$ cat src/rtl/move_pulse_gen_pkg.sv
// Shared definitions for the move-pulse producer: move bus bit map, screen bounds,
// per-key FSM state encoding and the opposite-direction masking helper.
package move_pulse_gen_pkg;

  localparam int MAX_X = 639;
  localparam int MAX_Y = 479;

  localparam int MV_LEFT  = 0;
  localparam int MV_YINC  = 1;
  localparam int MV_YDEC  = 2;
  localparam int MV_RIGHT = 3;

  typedef enum logic [2:0] {
    ST_IDLE     = 3'd0,
    ST_DEBOUNCE = 3'd1,
    ST_HOLD     = 3'd2,
    ST_REPEAT   = 3'd3,
    ST_RELEASE  = 3'd4
  } key_state_e;

  // Opposite directions fired together cancel each other; other combinations pass.
  function automatic logic [3:0] mask_opposite(input logic [3:0] fire);
    logic [3:0] res;
    res = fire;
    if (fire[MV_LEFT] && fire[MV_RIGHT]) begin
      res[MV_LEFT]  = 1'b0;
      res[MV_RIGHT] = 1'b0;
    end else begin
      res[MV_LEFT]  = fire[MV_LEFT];
      res[MV_RIGHT] = fire[MV_RIGHT];
    end
    if (fire[MV_YINC] && fire[MV_YDEC]) begin
      res[MV_YINC] = 1'b0;
      res[MV_YDEC] = 1'b0;
    end else begin
      res[MV_YINC] = fire[MV_YINC];
      res[MV_YDEC] = fire[MV_YDEC];
    end
    return res;
  endfunction

endpackage

$ cat src/rtl/move_pulse_gen_key_repeat.sv
// One button channel: 2-flop synchronizer, debounce / hold / auto-repeat FSM and its
// shared counter. fire is combinational and high on the edge a pulse is due.
module key_repeat #(
  parameter int DEBOUNCE_CYC = 500_000,
  parameter int REPEAT_DELAY = 25_000_000,
  parameter int REPEAT_RATE  = 5_000_000,
  parameter int CNT_W        = 25
) (
  input  logic clk,
  input  logic rst,
  input  logic btn_n,
  output logic fire
);
  import move_pulse_gen_pkg::*;

  localparam logic [CNT_W-1:0] CNT_ZERO = {CNT_W{1'b0}};
  localparam logic [CNT_W-1:0] CNT_ONE  = CNT_W'(1);
  localparam logic [CNT_W-1:0] DEB_LAST = CNT_W'(DEBOUNCE_CYC - 1);
  localparam logic [CNT_W-1:0] DLY_LAST = CNT_W'(REPEAT_DELAY - 1);
  localparam logic [CNT_W-1:0] RPT_LAST = CNT_W'(REPEAT_RATE - 1);

  logic [1:0]       sync_r;
  logic             s_s;
  key_state_e       state_r;
  logic [CNT_W-1:0] cnt_r;
  logic             fire_s;

  assign s_s  = sync_r[1];
  assign fire = fire_s;

  // Bring the asynchronous button level into the clk domain; released after reset.
  always_ff @(posedge clk) begin
    if (!rst) begin
      sync_r <= 2'b11;
    end else begin
      sync_r <= {sync_r[0], btn_n};
    end
  end

  // A release seen on the firing edge wins, so every fire term requires s low.
  always_comb begin
    fire_s = 1'b0;
    case (state_r)
      ST_DEBOUNCE: fire_s = (!s_s) && (cnt_r == DEB_LAST);
      ST_HOLD:     fire_s = (!s_s) && (cnt_r == DLY_LAST);
      ST_REPEAT:   fire_s = (!s_s) && (cnt_r == RPT_LAST);
      default:     fire_s = 1'b0;
    endcase
  end

  // Channel FSM; the counter restarts on every state change.
  always_ff @(posedge clk) begin
    if (!rst) begin
      state_r <= ST_IDLE;
      cnt_r   <= CNT_ZERO;
    end else begin
      case (state_r)
        ST_IDLE: begin
          if (!s_s) begin
            state_r <= ST_DEBOUNCE;
            cnt_r   <= CNT_ZERO;
          end else begin
            state_r <= ST_IDLE;
            cnt_r   <= CNT_ZERO;
          end
        end
        ST_DEBOUNCE: begin
          if (s_s) begin
            state_r <= ST_IDLE;
            cnt_r   <= CNT_ZERO;
          end else if (cnt_r == DEB_LAST) begin
            state_r <= ST_HOLD;
            cnt_r   <= CNT_ZERO;
          end else begin
            cnt_r   <= cnt_r + CNT_ONE;
          end
        end
        ST_HOLD: begin
          if (s_s) begin
            state_r <= ST_RELEASE;
            cnt_r   <= CNT_ZERO;
          end else if (cnt_r == DLY_LAST) begin
            state_r <= ST_REPEAT;
            cnt_r   <= CNT_ZERO;
          end else begin
            cnt_r   <= cnt_r + CNT_ONE;
          end
        end
        ST_REPEAT: begin
          if (s_s) begin
            state_r <= ST_RELEASE;
            cnt_r   <= CNT_ZERO;
          end else if (cnt_r == RPT_LAST) begin
            cnt_r   <= CNT_ZERO;
          end else begin
            cnt_r   <= cnt_r + CNT_ONE;
          end
        end
        ST_RELEASE: begin
          // Any bounce back to low restarts the release debounce window.
          if (!s_s) begin
            cnt_r   <= CNT_ZERO;
          end else if (cnt_r == DEB_LAST) begin
            state_r <= ST_IDLE;
            cnt_r   <= CNT_ZERO;
          end else begin
            cnt_r   <= cnt_r + CNT_ONE;
          end
        end
        default: begin
          state_r <= ST_IDLE;
          cnt_r   <= CNT_ZERO;
        end
      endcase
    end
  end

endmodule

$ cat src/rtl/move_pulse_gen.sv
// Four debounced, auto-repeating push-button channels driving the registered
// active-low move bus; simultaneous opposite directions are cancelled.
module move_pulse_gen #(
  parameter int DEBOUNCE_CYC = 500_000,
  parameter int REPEAT_DELAY = 25_000_000,
  parameter int REPEAT_RATE  = 5_000_000,
  parameter int CNT_W        = 25
) (
  input  logic       clk,
  input  logic       rst,
  input  logic [3:0] btn_n,
  output logic [3:0] move
);
  import move_pulse_gen_pkg::*;

  logic [3:0] fire_s;
  logic [3:0] fire_q_s;
  logic [3:0] move_r;

  for (genvar i = 0; i < 4; i++) begin : g_key
    key_repeat #(
      .DEBOUNCE_CYC (DEBOUNCE_CYC),
      .REPEAT_DELAY (REPEAT_DELAY),
      .REPEAT_RATE  (REPEAT_RATE),
      .CNT_W        (CNT_W)
    ) u_key (
      .clk   (clk),
      .rst   (rst),
      .btn_n (btn_n[i]),
      .fire  (fire_s[i])
    );
  end

  assign fire_q_s = mask_opposite(fire_s);
  assign move     = move_r;

  // Output register: move is low only for the cycle after a firing edge.
  always_ff @(posedge clk) begin
    if (!rst) begin
      move_r <= 4'b1111;
    end else begin
      move_r <= ~fire_q_s;
    end
  end

endmodule

$ cat config.mk
export PLATFORM = sky130hd
export DESIGN_NAME = move_pulse_gen
export DESIGN_NICKNAME = d
export VERILOG_FILES = /design/src/rtl/move_pulse_gen_pkg.sv /design/src/rtl/move_pulse_gen_key_repeat.sv /design/src/rtl/move_pulse_gen.sv
export SDC_FILE = /design/constraint.sdc
export NUM_CORES = 1
export LEC_CHECK = 0
export ABC_CLOCK_PERIOD_IN_PS = 2940
export CAP_MARGIN = 25
export CORE_UTILIZATION = 55
export DETAILED_ROUTE_END_ITERATION = 8
export PLACE_DENSITY = 0.73
export SETUP_SLACK_MARGIN = 0.02
export SYNTH_ARGS = -nofsm -noshare
export SYNTH_HDL_FRONTEND = slang
export SYNTH_SLANG_ARGS = --single-unit
$ cat constraint.sdc
create_clock -name clk -period 2.94 [get_ports clk]
set_input_delay 0.294 -clock clk [delete_from_list [all_inputs] [get_ports clk]]
set_output_delay 0.294 -clock clk [all_outputs]
set_load 0.03 [all_outputs]
=== After elaboration in Yosys (flattened, before gate mapping) ===
Index checks and enable logic that the tools add are counted.

* Add/subtract/negate cells: 4
* Reduce and logical (&&, ||, !) cells: 26
* Bitwise gates (word level): 1
* Equal/unequal tests: 48
* Multiplexer cells: 75

{| class="wikitable"
|+ Operators by type and width
! cell !! number
|-
| 25-bit two-way mux || 28
|-
| 25-bit one-hot mux with 4 select lines || 4
|-
| 25-bit by 1-bit adder with 25-bit output, second input constant || 4
|-
| 25-bit by 19-bit == test with 1-bit output, second input constant || 4
|-
| 25-bit by 23-bit == test with 1-bit output, second input constant || 4
|-
| 25-bit == test, second input constant || 4
|-
| 3-bit two-way mux || 28
|-
| 3-bit one-hot mux with 5 select lines || 4
|-
| 3-bit by 2-bit == test with 1-bit output, second input constant || 8
|-
| 2-bit by 1-bit != test with 1-bit output, second input constant || 12
|-
| 3-bit by 1-bit != test with 1-bit output, second input constant || 8
|-
| 5-bit AND reduction || 4
|-
| 1-bit logical AND || 14
|-
| 3-bit by 1-bit == test with 1-bit output, second input constant || 4
|-
| 3-bit == test, second input constant || 4
|-
| 3-bit zero test || 4
|-
| 1-bit one-hot mux with 3 select lines || 4
|-
| 1-bit two-way mux || 6
|-
| 1-bit zero test || 4
|-
| 4-bit inverter || 1
|-
| 2-bit two-way mux || 1
|}

* Bits of input ports: 6
* Output and inout port bits: 4
* Register bits: 124
* Logic and storage cells: 167

=== Longest topological paths before layout ===
Gate-level depths: netlist of run 1.

* Depth in word-level cells: 6
* Depth in mapped cells: 7
* Depth with buffers taken out: 6

=== By module ===
From an unflattened synthesis of run 1, not the netlist that was laid out.

* Cells, all modules: 694
* Area total of the unflattened synthesis: 6,080.8 µm²

{| class="wikitable"
|+ By module, submodules not included
! module !! area an instance (µm²) !! times used !! seq. area each (µm²) !! cells an instance
|-
| key_repeat (g_key[0].u_key ...) || 1,506.4 || 2 || 600.6 || 176
|-
| key_repeat (g_key[3].u_key) || 1,482.7 || 1 || 600.6 || 169
|-
| key_repeat (g_key[2].u_key) || 1,475.2 || 1 || 600.6 || 165
|-
| move_pulse_gen || 110.1 || 1 || 80.1 || 8
|}

=== Worst setup path after synthesis of run 1 ===
OpenSTA, ideal clock, no wires.

* Kind: flip-flop to flip-flop
* Start: register g_key[2].u_key.cnt_r[16]
* End: register g_key[2].u_key.cnt_r[15]
* Stages on the path, launching flop included: 8
* Path buffers: 2
* Library setup time: 0.115 ns
* Required time: 2.825 ns
* Arrival time: 2.124 ns
* Path slack: 0.701 ns
* Clock period less this slack: 2.239 ns
* Cell sequence: dfxtp_1 clkbuf_1 or3b_1 or4_1 a2111o_1 a22oi_4 buf_6 nor2_1

* Word-level cells in the longest chain between the ends: 4
* Elaborated cells between the ends (all ways): 11
* Those cells by class: eq/ne (3); mux (8)

{| class="wikitable"
|+ RTL lines
! item !! line !! text
|-
| start: declaration || move_pulse_gen_key_repeat.sv:25 || <nowiki>logic [CNT_W-1:0] cnt_r;</nowiki>
|-
| start signal: assignment || move_pulse_gen_key_repeat.sv:75 || <nowiki>cnt_r <= cnt_r + CNT_ONE;</nowiki>
|-
| start signal: assignment || move_pulse_gen_key_repeat.sv:86 || <nowiki>cnt_r <= cnt_r + CNT_ONE;</nowiki>
|-
| start signal: assignment || move_pulse_gen_key_repeat.sv:96 || <nowiki>cnt_r <= cnt_r + CNT_ONE;</nowiki>
|-
| 25-bit by 19-bit == test with 1-bit output, or another cell as far along || move_pulse_gen_key_repeat.sv:71, move_pulse_gen_key_repeat.sv:103 ||
|-
| 25-bit two-way mux (on tied branches) (2 in series) || -- ||
|-
| 25-bit one-hot mux with 4 select lines (*) || move_pulse_gen_key_repeat.sv:57 || <nowiki>case (state_r)</nowiki>
|}

Every way passes the cells marked *; elsewhere a longest branch is shown, timed or not.
A chain may end at the register's enable or synchronous reset.

=== Worst setup path after layout of run 1 ===
* Start: register g_key[2].u_key.cnt_r[9]
* End: register g_key[2].u_key.cnt_r[6]

The elaborated chain is that of the path after synthesis.

==> run summary, run 1 <==
outcome -> complete, no violations
setup violators final -> 0
Distinct cells, synth -> 59
Sequential cell area -> 2480 um2
antenna-violating nets left -> 0
drt drc -> 0
worst skew pair latency -> 520 ps
Port Buffers -> 9
Post-synth EDFFs -> 0
Fin. Hold Viols -> 0
total CTS buffers -> 17
largest net degree at the start of global routing -> 26
Hold-fix buffers, CTS -> 0
Setup TNS -> 0 ps
Final Cell Area -> 6890 um2
gr usage total -> 23.9%
most common cell after layout, fill and taps aside -> dfxtp_1
CP Launch Type -> flip-flop
register area share after synthesis -> 40.9%
number of max-cap violations -> 0
Synth Register Bits -> 124
placed cell areas -> 6280 um2
Reg2Reg Depth -> 6
Gate Count Post-Synth -> 717
Max Fclk -> 396 MHz
Multi-input gate area -> 3390 um2
post_cts resized -> 0
Initial Utilization -> 57.8%
cell accounting for the most synthesized area -> dfxtp_1
fillcell total -> 850
DIE AREA -> 11500 um2
I/O pin count -> 10
RSZ-0062 raised after global routing -> false
WHS Path Cells -> 2
CTS root buf -> clkbuf_8
Critical Path RT -> 3360 ps
Synth top area share -> 40.9%
Vias -> 5157
detail-routed net length per standard cell -> 14.4 um
Reg clk slew, reported paths -> 60 ps
# clock sinks -> 124
FP Rows -> 37
first-pass GRT wire length -> 22100 um
Post-Route Utilization -> 65.6%
Synth Area in Simple Gates -> 36.0%
vias per cell -> 5.87
Max clock buf depth -> 2
final wirelength -> 12700 um
Die W -> 107 um
async set or reset register ratio after synthesis -> 0%
1st-iter DRT viols -> 319
largest family of logic cells by synthesized area -> simple AND/OR/NAND/NOR gates
Crit. End Element -> flip-flop
XOR/XNOR Fraction of Synth Area -> 13.3%
nets@finish -> 739
WP data arrival -> 2940 ps
Adder-Cell Fraction of Synth Area -> 0.824%
layout cell share with drive strength beyond 1 -> 7.28%
crit share post-route -> 85.8%
Power Density -> 559 nW/um2
number of global-route vias before repair -> 4945
Syn Std Cell Area -> 6070 um2
prevailing post-synth register cell -> dfxtp_1
diode count -> 0
Pleak -> 0.00216 uW
Worst Skew -> 7.88 ps
Post-Syn Nets -> 727
Critical Path Fanout Max -> 10
Hold Crit Class -> in -> reg
Mapped Avg Cell Area -> 8.47 um2
relative slew slack -> 39.8%
HPWL after detailed placement -> 8640 um
worst vdd ir -> 583 uV
Slew @ Worst Pin -> 896 ps
Ys Warns -> 0
final RePlAce weighted congestion -> 0.906
core area -> 10500 um2
Tmin final -> 2520 ps
H-tree depth -> 4
drt first pass iters -> 5
CP Class -> reg -> reg
initial antenna violation count -> 0
total grt overflow -> 0
post-synthesis mux area share -> 0%
layout overhead on the synthesized area -> 13.5%
Synth Area in Compound Gates -> 5.73%
TritonCTS clock tree -> built
Chip Height -> 107 um
top cells by area, synth -> dfxtp_1 (41%), xor2_1 (6.9%), nor2_1 (6.9%), xnor2_1 (6.3%), nor3_1 (4.0%)
Post-CTS Setup Repair Bufs -> 0
most frequent cells in the layout -> dfxtp_1 (124), nor2_1 (111), nor3_1 (49)
final max-slew violation count -> 0
[layout make-up]
type / count / share of cell area (%)
sequential: 124 / 36.0
inverter: 18 / 0.980
clock inverter: 11 / 2.03
timing repair buffer: 20 / 2.50
multi-input combinational: 548 / 49.2
clock buffer: 21 / 6.81
tap: 136 / 2.47
[cell families after synthesis]
group,Yosys count
buf+inv,45
compound gates,46
fa+ha+maj,4
simple gates,406
flops,124
xor+xnor,92
[worst paths after layout]
check	endpoint	startpoint	slack [ps]
min reg2reg	g_key[3].u_key.sync_r[1]$_SDFF_PN1_	g_key[3].u_key.sync_r[0]$_SDFF_PN1_	410
max	g_key[2].u_key.cnt_r[6]$_SDFF_PN0_	g_key[2].u_key.cnt_r[9]$_SDFF_PN0_	420
max reg2reg	g_key[2].u_key.cnt_r[6]$_SDFF_PN0_	g_key[2].u_key.cnt_r[9]$_SDFF_PN0_	420
min	g_key[0].u_key.sync_r[0]$_SDFF_PN1_	btn_n[0]	330
[stage by stage]
step                worst slack, ps  instances  total power [uW]  hold WS (ps)
floorplan                       701        717              1750           386
global placement                498        846              1760           390
detailed placement              458        846              1760           397
CTS                             435        878              3880           324
global route                    263        878              3970           345
finish                          416        878              3850           326
[flip-flops by register name, summed over array words and instances (netlist names)]
register / count
g_key.u_key.cnt_r: 100
g_key.u_key.state_r: 12
g_key.u_key.sync_r: 8
move: 4
[metal layers]
| layer | vias to the layer above | wire (um) | part of all wire, % | global-route usage, % |
|---|---|---|---|---|
| li1 | 2570 | - | - | - |
| met1 | 2457 | 5840 | 46 | 29.3 |
| met2 | 110 | 6110 | 48 | 40.6 |
| met3 | 20 | 518 | 4.1 | 6.08 |
| met4 | 0 | 189 | 1.5 | 8.41 |
| met5 | - | 0 | 0 | 0 |
[where the power goes]
part	total (uW)	internal (uW)	switching [uW]
combinational	33.6	16.1	17.6
clock	2120	1370	749
sequential	1690	1690	6.86
[Yosys cell counts (3+ instances only)]
| master | count |
|---|---|
| a211oi_1 | 5 |
| a21oi_1 | 7 |
| a31oi_1 | 8 |
| and2_1 | 4 |
| and3_1 | 15 |
| and4_1 | 13 |
| buf_2 | 5 |
| clkbuf_1 | 17 |
| dfxtp_1 | 124 |
| ha_1 | 4 |
| inv_1 | 18 |
| nand2_1 | 44 |
| nand2b_1 | 15 |
| nand3_1 | 39 |
| nand3b_1 | 6 |
| nand4_1 | 36 |
| nand4b_1 | 6 |
| nor2_1 | 111 |
| nor2b_1 | 7 |
| nor3_1 | 49 |
| nor3b_1 | 10 |
| nor4_1 | 18 |
| nor4b_1 | 5 |
| nor4bb_1 | 3 |
| o21ai_0 | 5 |
| or2_2 | 3 |
| or3_1 | 3 |
| or4_1 | 8 |
| xnor2_1 | 44 |
| xor2_1 | 48 |
[worst max-delay path, cell delays in order, from the launching register on]
cell      delay, ps
dfxtp_1         480
or3b_1          370
or4_1           410
a2111o_1        490
a22oi_4         370
buf_4           230
nor2_1           60
Power figures use the tool's default switching activity.
==> inputs of run 2 (changes only) <==
- SLEW_MARGIN: unset -> 15
==> results of run 2 <==
The final DEF is identical to that of run 1; final timing and power are the same.
==> inputs of run 3 (changes only) <==
==> constraint.sdc (replaced) <==
create_clock -name clk -period 2.94 [get_ports clk]
set_input_delay 0.294 -clock clk [delete_from_list [all_inputs] [get_ports clk]]
set_output_delay 0.294 -clock clk [all_outputs]
set_load 0.01 [all_outputs]
==> results of run 3 <==
The final DEF is identical to that of run 1; final timing and power are the same.
